**config.mk**
```make
export PLATFORM = sky130hd
export DESIGN_NAME = multicycle_control_flat
export DESIGN_NICKNAME = d
export VERILOG_FILES = /design/src/rtl/multicycle_control_pkg.sv /design/src/rtl/multicycle_control_if.sv /design/src/rtl/multicycle_control_outputs.sv /design/src/rtl/multicycle_control.sv /design/src/flat_wrapper.sv
export SDC_FILE = /design/constraint.sdc
export NUM_CORES = 1
export LEC_CHECK = 0
export BUFFER_PORTS_ARGS = -buffer_cell sky130_fd_sc_hd__buf_2
export CORE_MARGIN = 1.5
export CORE_UTILIZATION = 45
export CTS_CLUSTER_DIAMETER = 200
export CTS_CLUSTER_SIZE = 40
export DETAILED_ROUTE_END_ITERATION = 8
export GPL_ROUTABILITY_DRIVEN = 0
export GPL_TIMING_DRIVEN = 0
export HOLD_SLACK_MARGIN = 0.1
export PLACE_DENSITY = 0.77
export SYNTH_ARGS = -nofsm -noshare
export SYNTH_HDL_FRONTEND = slang
export SYNTH_HIERARCHICAL = 1
export SYNTH_SLANG_ARGS = --single-unit
```
**constraint.sdc**
```tcl
create_clock -name clk -period 2.7 [get_ports clk]
set_input_delay 0.27 -clock clk [delete_from_list [all_inputs] [get_ports clk]]
set_output_delay 0.27 -clock clk [all_outputs]
set_load 0.02 [all_outputs]
```
**src/rtl/multicycle_control_pkg.sv**
```systemverilog
// multicycle_control_pkg
// Shared definitions for the multicycle MIPS control path: FSM state
// encoding (4-bit), opcodes, ALUOp / ALUSrcB / PCSource encodings (the same
// ALUOp constants feed ALUControl_Block), and the decoded control bundle.
package multicycle_control_pkg;

    typedef enum logic [3:0] {
        S_IDLE, S_FETCH, S_DECODE, S_MEMADR, S_MEMRD, S_MEMWB, S_MEMWR,
        S_EXEC, S_ALUWB, S_BRANCH, S_IMMEX, S_IMMWB, S_JUMP
    } state_t;

    localparam logic [5:0] OP_R    = 6'b000000;
    localparam logic [5:0] OP_LW   = 6'b100011;
    localparam logic [5:0] OP_SW   = 6'b101011;
    localparam logic [5:0] OP_BEQ  = 6'b000100;
    localparam logic [5:0] OP_ADDI = 6'b001000;
    localparam logic [5:0] OP_ANDI = 6'b001100;
    localparam logic [5:0] OP_J    = 6'b000010;

    localparam logic [1:0] ALUOP_ADD   = 2'b00;
    localparam logic [1:0] ALUOP_SUB   = 2'b01;
    localparam logic [1:0] ALUOP_FUNCT = 2'b10;
    localparam logic [1:0] ALUOP_LOGIC = 2'b11;

    localparam logic [1:0] ALUB_REG     = 2'b00;
    localparam logic [1:0] ALUB_FOUR    = 2'b01;
    localparam logic [1:0] ALUB_IMM     = 2'b10;
    localparam logic [1:0] ALUB_IMM_SL2 = 2'b11;

    localparam logic [1:0] PCSRC_ALU    = 2'b00;
    localparam logic [1:0] PCSRC_ALUOUT = 2'b01;
    localparam logic [1:0] PCSRC_JUMP   = 2'b10;

    typedef struct packed {
        logic       pc_write;
        logic       pc_write_cond;
        logic       i_or_d;
        logic       mem_read;
        logic       mem_write;
        logic       ir_write;
        logic       mem_to_reg;
        logic       reg_dst;
        logic       reg_write;
        logic       alu_src_a;
        logic [1:0] alu_src_b;
        logic [1:0] alu_op;
        logic [1:0] pc_source;
        logic       illegal_op;
        logic       mem_fault;
    } ctrl_t;

    function automatic logic is_legal_op(input logic [5:0] op);
        return op inside {OP_R, OP_LW, OP_SW, OP_BEQ, OP_ADDI, OP_ANDI, OP_J};
    endfunction

endpackage

```
**src/rtl/multicycle_control_if.sv**
```systemverilog
// multicycle_control_if
// Controller <-> datapath bundle.
//   master (controller): reads Opcode, Zero, MemReady; drives all controls.
//   slave  (datapath)  : the reverse.
interface multicycle_control_if;
    logic [5:0] Opcode;
    logic       Zero;
    logic       MemReady;
    logic       PCWrite, PCWriteCond, IorD, MemRead, MemWrite, IRWrite;
    logic       MemtoReg, RegDst, RegWrite, ALUSrcA;
    logic [1:0] ALUSrcB, ALUOp, PCSource;
    logic       IllegalOp, MemFault;

    modport master (
        input  Opcode, Zero, MemReady,
        output PCWrite, PCWriteCond, IorD, MemRead, MemWrite, IRWrite,
               MemtoReg, RegDst, RegWrite, ALUSrcA, ALUSrcB, ALUOp, PCSource,
               IllegalOp, MemFault
    );

    modport slave (
        output Opcode, Zero, MemReady,
        input  PCWrite, PCWriteCond, IorD, MemRead, MemWrite, IRWrite,
               MemtoReg, RegDst, RegWrite, ALUSrcA, ALUSrcB, ALUOp, PCSource,
               IllegalOp, MemFault
    );
endinterface

```
**src/rtl/multicycle_control_outputs.sv**
```systemverilog
// multicycle_control_outputs
// Purely combinational control decode.
//   state     : current FSM state
//   opcode    : IR[31:26]
//   mem_ready : memory completed its access this cycle
//   at_limit  : wait counter has reached MEM_TIMEOUT
//   ctrl      : decoded datapath controls and fault pulses
module multicycle_control_outputs
    import multicycle_control_pkg::*;
(
    input  state_t     state,
    input  logic [5:0] opcode,
    input  logic       mem_ready,
    input  logic       at_limit,
    output ctrl_t      ctrl
);
    // Timeout fires only when the access is still outstanding at the limit;
    // a ready in the limit cycle wins.
    logic timed_out;
    assign timed_out = !mem_ready && at_limit;

    always_comb begin
        ctrl = '0;
        unique case (state)
            S_FETCH: begin
                ctrl.mem_read  = 1'b1;
                ctrl.alu_src_b = ALUB_FOUR;
                // IR and PC+4 commit only on the cycle the fetch completes
                ctrl.ir_write  = mem_ready;
                ctrl.pc_write  = mem_ready;
                ctrl.mem_fault = timed_out;
            end
            S_DECODE: begin
                ctrl.alu_src_b  = ALUB_IMM_SL2;
                ctrl.illegal_op = !is_legal_op(opcode);
            end
            S_MEMADR: begin
                ctrl.alu_src_a = 1'b1;
                ctrl.alu_src_b = ALUB_IMM;
            end
            S_MEMRD: begin
                ctrl.mem_read  = 1'b1;
                ctrl.i_or_d    = 1'b1;
                ctrl.mem_fault = timed_out;
            end
            S_MEMWB: begin
                ctrl.reg_write  = 1'b1;
                ctrl.mem_to_reg = 1'b1;
            end
            S_MEMWR: begin
                ctrl.mem_write = 1'b1;
                ctrl.i_or_d    = 1'b1;
                ctrl.mem_fault = timed_out;
            end
            S_EXEC: begin
                ctrl.alu_src_a = 1'b1;
                ctrl.alu_op    = ALUOP_FUNCT;
            end
            S_ALUWB: begin
                ctrl.reg_write = 1'b1;
                ctrl.reg_dst   = 1'b1;
            end
            S_BRANCH: begin
                ctrl.alu_src_a     = 1'b1;
                ctrl.alu_op        = ALUOP_SUB;
                ctrl.pc_write_cond = 1'b1;
                ctrl.pc_source     = PCSRC_ALUOUT;
            end
            S_IMMEX: begin
                ctrl.alu_src_a = 1'b1;
                ctrl.alu_src_b = ALUB_IMM;
                ctrl.alu_op    = (opcode == OP_ANDI) ? ALUOP_LOGIC : ALUOP_ADD;
            end
            S_IMMWB: ctrl.reg_write = 1'b1;
            S_JUMP: begin
                ctrl.pc_write  = 1'b1;
                ctrl.pc_source = PCSRC_JUMP;
            end
            default: ctrl = '0;
        endcase
    end
endmodule

```
**src/rtl/multicycle_control.sv**
```systemverilog
// multicycle_control
// Main FSM of the multicycle MIPS datapath.
//   clk, reset : clock, synchronous active-high reset
//   bus        : master side of multicycle_control_if (Opcode/Zero/MemReady
//                in, all datapath enables, selects and fault pulses out)
// MEM_TIMEOUT (1..15) bounds the wait cycles in FETCH/MEMRD/MEMWR.
module multicycle_control
    import multicycle_control_pkg::*;
#(
    parameter int unsigned MEM_TIMEOUT = 15
) (
    input  logic                clk,
    input  logic                reset,
    multicycle_control_if.master bus
);
    state_t     state;
    logic [3:0] wait_cnt;
    logic       at_limit;
    ctrl_t      ctrl;

    assign at_limit = (wait_cnt == 4'(MEM_TIMEOUT));

    // The counter defaults to zero every cycle and only counts while a
    // memory state is stalled, so it is naturally clear on entry to any
    // memory state (including a FETCH retry after a fault).
    always_ff @(posedge clk) begin
        if (reset) begin
            state    <= S_IDLE;
            wait_cnt <= '0;
        end else begin
            wait_cnt <= '0;
            unique case (state)
                S_IDLE: state <= S_FETCH;
                S_FETCH: begin
                    if (bus.MemReady)  state <= S_DECODE;
                    else if (at_limit) state <= S_FETCH;
                    else               wait_cnt <= wait_cnt + 4'd1;
                end
                S_DECODE: begin
                    unique case (bus.Opcode)
                        OP_LW, OP_SW:     state <= S_MEMADR;
                        OP_R:             state <= S_EXEC;
                        OP_BEQ:           state <= S_BRANCH;
                        OP_ADDI, OP_ANDI: state <= S_IMMEX;
                        OP_J:             state <= S_JUMP;
                        default:          state <= S_FETCH;
                    endcase
                end
                S_MEMADR: state <= (bus.Opcode == OP_SW) ? S_MEMWR : S_MEMRD;
                S_MEMRD: begin
                    if (bus.MemReady)  state <= S_MEMWB;
                    else if (at_limit) state <= S_FETCH;
                    else               wait_cnt <= wait_cnt + 4'd1;
                end
                S_MEMWR: begin
                    if (bus.MemReady || at_limit) state <= S_FETCH;
                    else                          wait_cnt <= wait_cnt + 4'd1;
                end
                S_EXEC:  state <= S_ALUWB;
                S_IMMEX: state <= S_IMMWB;
                S_MEMWB, S_ALUWB, S_BRANCH, S_IMMWB, S_JUMP: state <= S_FETCH;
                default: state <= S_IDLE;
            endcase
        end
    end

    multicycle_control_outputs u_outputs (
        .state     (state),
        .opcode    (bus.Opcode),
        .mem_ready (bus.MemReady),
        .at_limit  (at_limit),
        .ctrl      (ctrl)
    );

    assign bus.PCWrite     = ctrl.pc_write;
    assign bus.PCWriteCond = ctrl.pc_write_cond;
    assign bus.IorD        = ctrl.i_or_d;
    assign bus.MemRead     = ctrl.mem_read;
    assign bus.MemWrite    = ctrl.mem_write;
    assign bus.IRWrite     = ctrl.ir_write;
    assign bus.MemtoReg    = ctrl.mem_to_reg;
    assign bus.RegDst      = ctrl.reg_dst;
    assign bus.RegWrite    = ctrl.reg_write;
    assign bus.ALUSrcA     = ctrl.alu_src_a;
    assign bus.ALUSrcB     = ctrl.alu_src_b;
    assign bus.ALUOp       = ctrl.alu_op;
    assign bus.PCSource    = ctrl.pc_source;
    assign bus.IllegalOp   = ctrl.illegal_op;
    assign bus.MemFault    = ctrl.mem_fault;
endmodule

```
**src/flat_wrapper.sv**
```systemverilog
// flat-port wrapper written by rule: the top's interface ports become plain ports
module multicycle_control_flat import multicycle_control_pkg::*;
#(
    parameter int unsigned MEM_TIMEOUT = 15
)
  (clk, reset, bus_Opcode, bus_Zero, bus_MemReady, bus_PCWrite, bus_PCWriteCond, bus_IorD, bus_MemRead, bus_MemWrite, bus_IRWrite, bus_MemtoReg, bus_RegDst, bus_RegWrite, bus_ALUSrcA, bus_ALUSrcB, bus_ALUOp, bus_PCSource, bus_IllegalOp, bus_MemFault);
  multicycle_control_if bus_i ();
  input  logic clk;
  input  logic reset;
  input wire logic [$bits(bus_i.Opcode)-1:0] bus_Opcode;
  input wire logic [$bits(bus_i.Zero)-1:0] bus_Zero;
  input wire logic [$bits(bus_i.MemReady)-1:0] bus_MemReady;
  output wire logic [$bits(bus_i.PCWrite)-1:0] bus_PCWrite;
  output wire logic [$bits(bus_i.PCWriteCond)-1:0] bus_PCWriteCond;
  output wire logic [$bits(bus_i.IorD)-1:0] bus_IorD;
  output wire logic [$bits(bus_i.MemRead)-1:0] bus_MemRead;
  output wire logic [$bits(bus_i.MemWrite)-1:0] bus_MemWrite;
  output wire logic [$bits(bus_i.IRWrite)-1:0] bus_IRWrite;
  output wire logic [$bits(bus_i.MemtoReg)-1:0] bus_MemtoReg;
  output wire logic [$bits(bus_i.RegDst)-1:0] bus_RegDst;
  output wire logic [$bits(bus_i.RegWrite)-1:0] bus_RegWrite;
  output wire logic [$bits(bus_i.ALUSrcA)-1:0] bus_ALUSrcA;
  output wire logic [$bits(bus_i.ALUSrcB)-1:0] bus_ALUSrcB;
  output wire logic [$bits(bus_i.ALUOp)-1:0] bus_ALUOp;
  output wire logic [$bits(bus_i.PCSource)-1:0] bus_PCSource;
  output wire logic [$bits(bus_i.IllegalOp)-1:0] bus_IllegalOp;
  output wire logic [$bits(bus_i.MemFault)-1:0] bus_MemFault;
  assign bus_i.Opcode = bus_Opcode;
  assign bus_i.Zero = bus_Zero;
  assign bus_i.MemReady = bus_MemReady;
  assign bus_PCWrite = bus_i.PCWrite;
  assign bus_PCWriteCond = bus_i.PCWriteCond;
  assign bus_IorD = bus_i.IorD;
  assign bus_MemRead = bus_i.MemRead;
  assign bus_MemWrite = bus_i.MemWrite;
  assign bus_IRWrite = bus_i.IRWrite;
  assign bus_MemtoReg = bus_i.MemtoReg;
  assign bus_RegDst = bus_i.RegDst;
  assign bus_RegWrite = bus_i.RegWrite;
  assign bus_ALUSrcA = bus_i.ALUSrcA;
  assign bus_ALUSrcB = bus_i.ALUSrcB;
  assign bus_ALUOp = bus_i.ALUOp;
  assign bus_PCSource = bus_i.PCSource;
  assign bus_IllegalOp = bus_i.IllegalOp;
  assign bus_MemFault = bus_i.MemFault;
  multicycle_control #(.MEM_TIMEOUT(MEM_TIMEOUT)) u_core (.clk(clk), .reset(reset), .bus(bus_i));
endmodule
```
### Yosys cells after proc, flatten, opt, wreduce, memory -nomap -nowiden

Cells that the tools add are included.
W data, S select, Z words.

* output and inout bits: 18
* word-level logic and storage cells: 66
* input port bits: 10
* register bits after elaboration: 8

* eq/ne operators: 20
* add/subtract/negate cells: 1
* reduce and logical (&&, ||, !) cells: 16
* multiplexer cells: 27

Operators with widths (number)
* $pmux W4 S8: 1
* $mux W4: 7
* $eq A4 B4 Y1 const B: 6
* $pmux W4 S5: 1
* $eq A4 B3 Y1 const B: 4
* $eq A6 B4 Y1 const B: 2
* $eq A6 B6 Y1 const B: 2
* $pmux W2 S3: 2
* $mux W1: 11
* $reduce_or A2 Y1: 5
* $eq A4 B2 Y1 const B: 2
* $pmux W4 S2: 1
* $reduce_bool A7 Y1: 1
* $eq A6 B2 Y1 const B: 1
* $eq A6 B3 Y1 const B: 1
* $logic_not A6 Y1: 1
* $reduce_or A3 Y1: 2
* $reduce_or A6 Y1: 1
* $add A4 B1 Y4 const B: 1
* $eq A4 B1 Y1 const B: 1
* $logic_not A4 Y1: 1
* $mux W2: 2
* $pmux W2 S2: 1
* $reduce_or A4 Y1: 1
* other kinds (5): 6

### Longest topological paths before layout

Gate-level depths: netlist of the first run.

* depth in word-level cells: 4
* gate-level depth with buffers: 5
* gate-level depth less buffers: 5

### Modules after synthesis

The synthesis of the first run kept the hierarchy.

By module, submodules not included
* multicycle_control: cells each 69, sequential area each 160.2 um^2, area an instance 603.1 um^2, times used 1
* multicycle_control_outputs: cells each 44, sequential area each 0.0 um^2, area an instance 257.7 um^2, times used 1

### Least setup slack after synthesis of the first run

No wires, ideal clock.

* path type: register to output
* start point: register u_core.state[2]
* end point: output port bus_IllegalOp
* stages on the path, launching flop included: 4
* path slack: 1.085 ns
* data arrival time: 1.345 ns
* buffers on the path: 1
* required time: 2.430 ns
* cell sequence: dfxtp_1 buf_6 or4_1 a31oi_1

* longest elaborated chain between the ends: 2

Ends and longest elaborated chain
* from (decl): line multicycle_control.sv:16 `state_t state;`
* from (signal assigned): line multicycle_control.sv:49 `S_MEMADR: state <= (bus.Opcode == OP_SW) ? S_MEMWR : S_MEMRD;`
* $eq A4 B2 Y1: line multicycle_control_outputs.sv:24 `unique case (state)`
* $mux W1: line multicycle_control_outputs.sv:24
* to (decl): line flat_wrapper.sv:26 `output wire logic [$bits(bus_i.IllegalOp)-1:0] bus_IllegalOp;`

Every way passes these cells.

### Final worst setup path of the first run

* start point: register u_core.state[0]
* end point: output port bus_ALUSrcA

* longest elaborated chain between the ends: 3
* elaborated cells between the ends (all ways): 6
* classes of those cells: eq/ne (4); mux (1); reduce/logical (1)

Ends and longest elaborated chain
* $eq A4 B2 Y1 (tied with other cells): line multicycle_control_outputs.sv:24
* $reduce_or A4 Y1 (no line) (*)
* $mux W1 (*): line multicycle_control_outputs.sv:24
* to (decl): line flat_wrapper.sv:22 `output wire logic [$bits(bus_i.ALUSrcA)-1:0] bus_ALUSrcA;`

Every way passes the cells marked *; elsewhere a longest branch is shown, timed or not.

==> flow_summary.json, run 1 <==
{
  "synth-seq-area-share_pct": 18.6,
  "pwr-share-clk_pct": 28.3,
  "diodes": 0,
  "clk-insertion-delay-late_ns": 0.25,
  "setup_tns_ns": 0,
  "synth_area_sq_um": 861,
  "cp_common_cell": "buf_2",
  "crit_fanout": 10,
  "worst_setup_path_start_kind": "flip-flop",
  "async_flop_share_pct": 0,
  "finalMaxSlewViolations": 0,
  "grt_pass1_vias": 743,
  "cts_setup_buffers": 0,
  "cts_tree": "yes",
  "p_seq_share_pct": 38.6,
  "synth.distinct_cells": 49,
  "ios": 28,
  "instances_no_fill": 167,
  "p_leak_nw": 0.469,
  "overflow": 0,
  "vias_per_cell": 5.58,
  "core_sq_um": 1760,
  "crit_path_end_kind": "primary output",
  "worst_pin_slew_ns": 0.365,
  "cts_buffer_depth": 2,
  "die-area_sq_um": 2180,
  "status": "finished, final reports clean",
  "synth-seq-cells": 8,
  "irDropWorstVdd_mv": 0.210,
  "p_int_w": 0.000217,
  "critPathSlowestCell": "dfxtp_1",
  "path_cells": "buf_2, nand2b_1, and2_1, o22ai_1, buf_2",
  "cp.required_ns": 2.43,
  "post_drt_wl_per_cell_microns": 11.9,
  "ys.warnings.count": 6,
  "first_iter_violations": 37,
  "ant_nets": 0,
  "fmax_mhz": 525,
  "dpl.cell_count": 164,
  "routed_wl_microns": 1990,
  "grt_pass1_wl_microns": 3180,
  "first_pass_iters": 4,
  "num_vias": 932,
  "finalHoldViolCount": 0,
  "syn_area_per_cell_sq_um": 7.62,
  "synth-edff-count": 0,
  "syn_inst": 113,
  "rsz0062_at_grt": "no",
  "clk_pin_slew_ns": 0.06,
  "grt_max_degree": 11,
  "cts_num_sinks": 8,
  "synth_area_leaders": "dfxtp_1 (19%), nor2_1 (7.0%), buf_6 (5.2%)",
  "hpwl_microns": 1520,
  "powerDensity_nw_per_um2": 312,
  "fillerInstances": 167,
  "io_buffers": 26,
  "post-route-period-util_pct": 70.6,
  "final_layout_size_suffix_gt1_share_pct": 33.1,
  "ys.flop_type": "dfxtp_1",
  "area_growth_pct": 21.4,
  "antenna_found_initial": 0,
  "period_minus_slack_ns": 1.91,
  "cts_hold_repair.buffers": 0,
  "fin_nets": 155,
  "synth_area_leader_cell": "dfxtp_1",
  "start_util_pct": 48.8,
  "critPathBufInv": 2,
  "die_w_microns": 46.7,
  "hold_path_class": "input pin to flip-flop",
  "grt_usage_pct": 20.1,
  "power.share.switching_pct": 33.6,
  "crit_arrival_ns": 1.64,
  "cts_root_buf": "clkbuf_4",
  "cap_violations": 0,
  "skew_ns": 0.00217,
  "p_switching_w": 0.000110,
  "cts-buffers-inserted": 3,
  "crit_family": "buffers and inverters",
  "worst_path_largest_cell_delay_ns": 0.41,
  "h-tree-depth": 1,
  "drc": 0,
  "die_h_microns": 46.7,
  "pwr-share-comb_pct": 33.1,
  "slew_headroom_pct": 75.4,
  "critPathKind": "flip-flop to primary output",
  "yosysTopAreaCellShare_pct": 18.6,
  "syn_nets": 124,
  "placementRows": 15,
  "final-setup-viol-count": 0,
  "cts_resized": 0
}
-- sequential cells by signal, indices dropped and copies added, names as in the netlist --
name and count:
u_core/state 4, u_core/wait_cnt 4
-- cell type report --
class	count	area (sq um)	share of cell area, %
plain buffers	9	77.6	7.43
clock buffers	3	22.5	2.16
inverters	4	15.0	1.44
multi-input cells	92	608	58.2
flip-flops and latches	8	160	15.3
well taps	25	31.3	2.99
repair buffers	26	130	12.5
-- routing by layer --
| layer | routed length [microns] | part of all wire [%] | vias up | track usage [%] |
|---|---|---|---|---|
| met5 | 0 | 0 | - | 0 |
| met4 | 17 | 0.85 | 0 | 5.00 |
| met3 | 136 | 6.8 | 2 | 3.46 |
| met2 | 936 | 47 | 39 | 35.3 |
| met1 | 904 | 45 | 420 | 25.8 |
| li1 | - | - | 471 | - |
-- Yosys cell counts (3+ instances only) --
library cell  number
a21oi_1            4
buf_4              3
buf_6              4
dfxtp_1            8
inv_1              4
nand2_1            6
nand2b_1           4
nand3_1            3
nor2_1            16
nor3_1             6
o21ai_0            4
-- worst paths after layout --
kind                                 startpoint                       endpoint  slack (ns)  depth (start not counted)
setup / recovery   u_core/state[0]$_SDFFE_PP0P_                    bus_ALUSrcA        0.79                          5
hold / removal                            reset   u_core/state[0]$_SDFFE_PP0P_        0.25                          2
setup reg to reg  u_core/wait_cnt[0]$_SDFF_PP0_   u_core/state[1]$_SDFFE_PP0P_        1.17                          5
hold reg to reg   u_core/wait_cnt[0]$_SDFF_PP0_  u_core/wait_cnt[0]$_SDFF_PP0_        0.45                          1
-- cell usage in the layout (no fill, tap or decap), types with 2 or more instances in the layout --
cell,n
nand2_1,6
nand3b_1,2
buf_4,3
nand2b_1,4
or4_1,2
a21oi_1,4
dfxtp_1,8
and3_1,2
o41ai_1,2
o21ai_1,2
nor3_1,6
buf_2,28
xnor2_1,2
inv_1,4
clkbuf_4,3
nand3_1,3
a31oi_1,2
a21o_1,2
nor2_1,16
a211oi_1,2
buf_6,4
o21ai_0,4
nor3b_2,2
or3_1,2
mux2i_1,2
-- kinds of logic after synthesis --
logic type	share of synthesized area, %
adder cells (fa/ha/maj)	2.76
buffers and inverters	10.8
AO/OA/AOI/OAI	20.8
XOR/XNOR	3.05
AND/OR/NAND/NOR	40.4
flip-flops	18.6
multiplexers	3.63
-- power groups by stage --
stage	logic (W)	registers, W	clock network [W]
finish	0.000108	0.000126	0.0000924
global route	0.000118	0.000126	0.000104
CTS	0.000107	0.000126	0.0000952
detailed placement	0.000107	0.000128	0
global placement	0.000104	0.000128	0
floorplan	0.0000735	0.000127	0
-- through the flow --
stage	power, W	cell area, sq um	hold slack, ns	utilization [%]	setup slack [ns]
finish	0.000326	1040	0.250	59.2	0.794
floorplan	0.000201	861	0.343	-	1.08
CTS	0.000328	1040	0.244	59.2	0.796
global placement	0.000232	1020	0.428	57.9	1.12
global route	0.000349	1040	0.255	59.2	0.683
detailed placement	0.000235	1020	0.437	57.9	1.08
No activity file was read; power rests on OpenSTA's default activity.
==> run 2: changes to the inputs <==
clock period = 1.8 ns   (was 2.7 ns; I/O delays follow)
==> run 2 against run 1 <==
Against the previous run: register-to-register slack got worse by 0.88 ns; non-clock buffer count did not move; clock skew barely moved; sequential cell count did not move; first-iteration DRC count rose by 2.7%; via count rose by 1.9%; combinational power rose by 52%; utilization rose by 0.71 points.
==> flow_summary.json, run 2 (synthesis gave the netlist of run 1 again) <==
{
  "status": "finished, final reports clean",
  "fmax_mhz": 576,
  "h-tree-depth": 1,
  "finalHoldViolCount": 0,
  "period_minus_slack_ns": 1.73,
  "routed_wl_microns": 1970,
  "critPathSlowestCell": "or4_1",
  "cap_violations": 0,
  "cp.required_ns": 1.62,
  "cts_num_sinks": 8,
  "r2r_end": "u_core/state[2]$_SDFFE_PP0P_",
  "multiInputGateArea_sq_um": 608,
  "die_w_microns": 46.7,
  "endpoint": "bus_IllegalOp",
  "final-setup-viol-count": 0,
  "fin_ws_ns": 0.0651,
  "slew_headroom_pct": 75.9,
  "drc": 0,
  "p_leak_nw": 0.471,
  "dpl.cell_count": 164,
  "die-area_sq_um": 2180,
  "io_buffers": 26,
  "critPathKind": "flip-flop to primary output",
  "diodes": 0,
  "skew_ns": 0.00197,
  "placementRows": 15,
  "irDropWorstVdd_mv": 0.325,
  "grt_max_degree": 11,
  "cts_buffer_depth": 2,
  "final_cell_mix": "buf_2 (26), nor2_1 (16), nand2_1 (6), nor3_1 (6)",
  "first_pass_iters": 4,
  "path_cells": "buf_6, or4_1, a31oi_1, buf_4",
  "critPathBufInv": 2,
  "powerDensity_nw_per_um2": 465,
  "ios": 28,
  "pre_cts_ws_ns": 0.271,
  "ant_nets": 0,
  "fillerInstances": 171,
  "fin_util_pct": 59.9,
  "fin_nets": 155,
  "grt_pass1_wl_microns": 3190,
  "overflow": 0,
  "instances_no_fill": 167,
  "finalMaxSlewViolations": 0,
  "crit_path_end_kind": "primary output",
  "grt_usage_pct": 20.2,
  "startpoint": "u_core/state[2]$_SDFFE_PP0P_",
  "cts-buffers-inserted": 3,
  "worstSetupPathDepth": 4,
  "reg_top3": "u_core/state (4), u_core/wait_cnt (4)",
  "hold_path_class": "input pin to flip-flop",
  "first_iter_violations": 38,
  "cts_root_buf": "clkbuf_4",
  "hpwl_microns": 1520,
  "regArea_sq_um": 164,
  "cts_tree": "yes",
  "crit_fanout": 10,
  "rr_worst_depth": 5,
  "grt_pass1_vias": 747,
  "worst_pin_slew_ns": 0.356,
  "crit_family": "simple AND/OR/NAND/NOR gates",
  "rsz0062_at_grt": "yes",
  "die_h_microns": 46.7,
  "clk_pin_slew_ns": 0.06,
  "post-route-period-util_pct": 96.4,
  "post_drt_wl_per_cell_microns": 11.8,
  "antenna_found_initial": 0,
  "rr_startpoint": "u_core/wait_cnt[0]$_SDFF_PP0_",
  "num_vias": 950,
  "vias_per_cell": 5.69,
  "area_growth_pct": 22.8,
  "worst_setup_path_start_kind": "flip-flop",
  "clk-insertion-delay-late_ns": 0.25,
  "core_sq_um": 1760,
  "start_util_pct": 48.8,
  "crit_arrival_ns": 1.55,
  "final_layout_size_suffix_gt1_share_pct": 35.2,
  "rrSetupSlack_ns": 0.29,
  "mostFrequentLayoutCell": "buf_2",
  "worst_path_largest_cell_delay_ns": 0.49
}
==> run 2: worst min path at each step <==
stage	from	to	depth (start not counted)
floorplan	reset	u_core/state[0]$_SDFFE_PP0P_	1
global placement	reset	u_core/state[0]$_SDFFE_PP0P_	2
detailed placement	reset	u_core/state[0]$_SDFFE_PP0P_	2
CTS	reset	u_core/state[0]$_SDFFE_PP0P_	2
global route	reset	u_core/state[0]$_SDFFE_PP0P_	2
finish	reset	u_core/state[0]$_SDFFE_PP0P_	2
==> run 2: stage by stage <==
stage               area, sq um  TNS, ns  hold WS (ns)  total power (W)
detailed placement         1020        0         0.428         0.000353
global placement           1020        0         0.425         0.000349
finish                     1060        0         0.153         0.000492
global route               1060  -0.0339         0.157         0.000528
floorplan                   861        0         0.253         0.000301
CTS                        1050        0         0.154         0.000494
==> run 2: metal layers <==
metal / vias up / share of wire (%) / GRT usage [%]
met4: 0 / 1.0 / 5.00
met5: - / 0 / 0
li1: 473 / - / -
met1: 433 / 44 / 26.1
met2: 40 / 48 / 35.3
met3: 4 / 7.2 / 3.46
==> run 2: where the power goes <==
group | internal (W) | switching (W)
sequential | 0.000184 | 0.00000596
combinational | 0.0000683 | 0.0000957
clock | 0.0000764 | 0.0000619
==> run 2: cell type report <==
type / count / area share, %
sequential: 8 / 15.5
tap: 25 / 2.96
multi-input combinational: 92 / 57.5
buffer: 9 / 7.93
clock buffer: 3 / 2.13
timing repair buffer: 26 / 12.5
inverter: 4 / 1.42
==> run 2: timing repair <==
action / CTS / global route
hold buffers: 0 / 0
setup endpoints to repair: 3 / 4
pin swaps: 0 / 0
endpoints found under the hold margin: 0 / 0
resized for setup: 1 / 5
setup buffers: 0 / 0
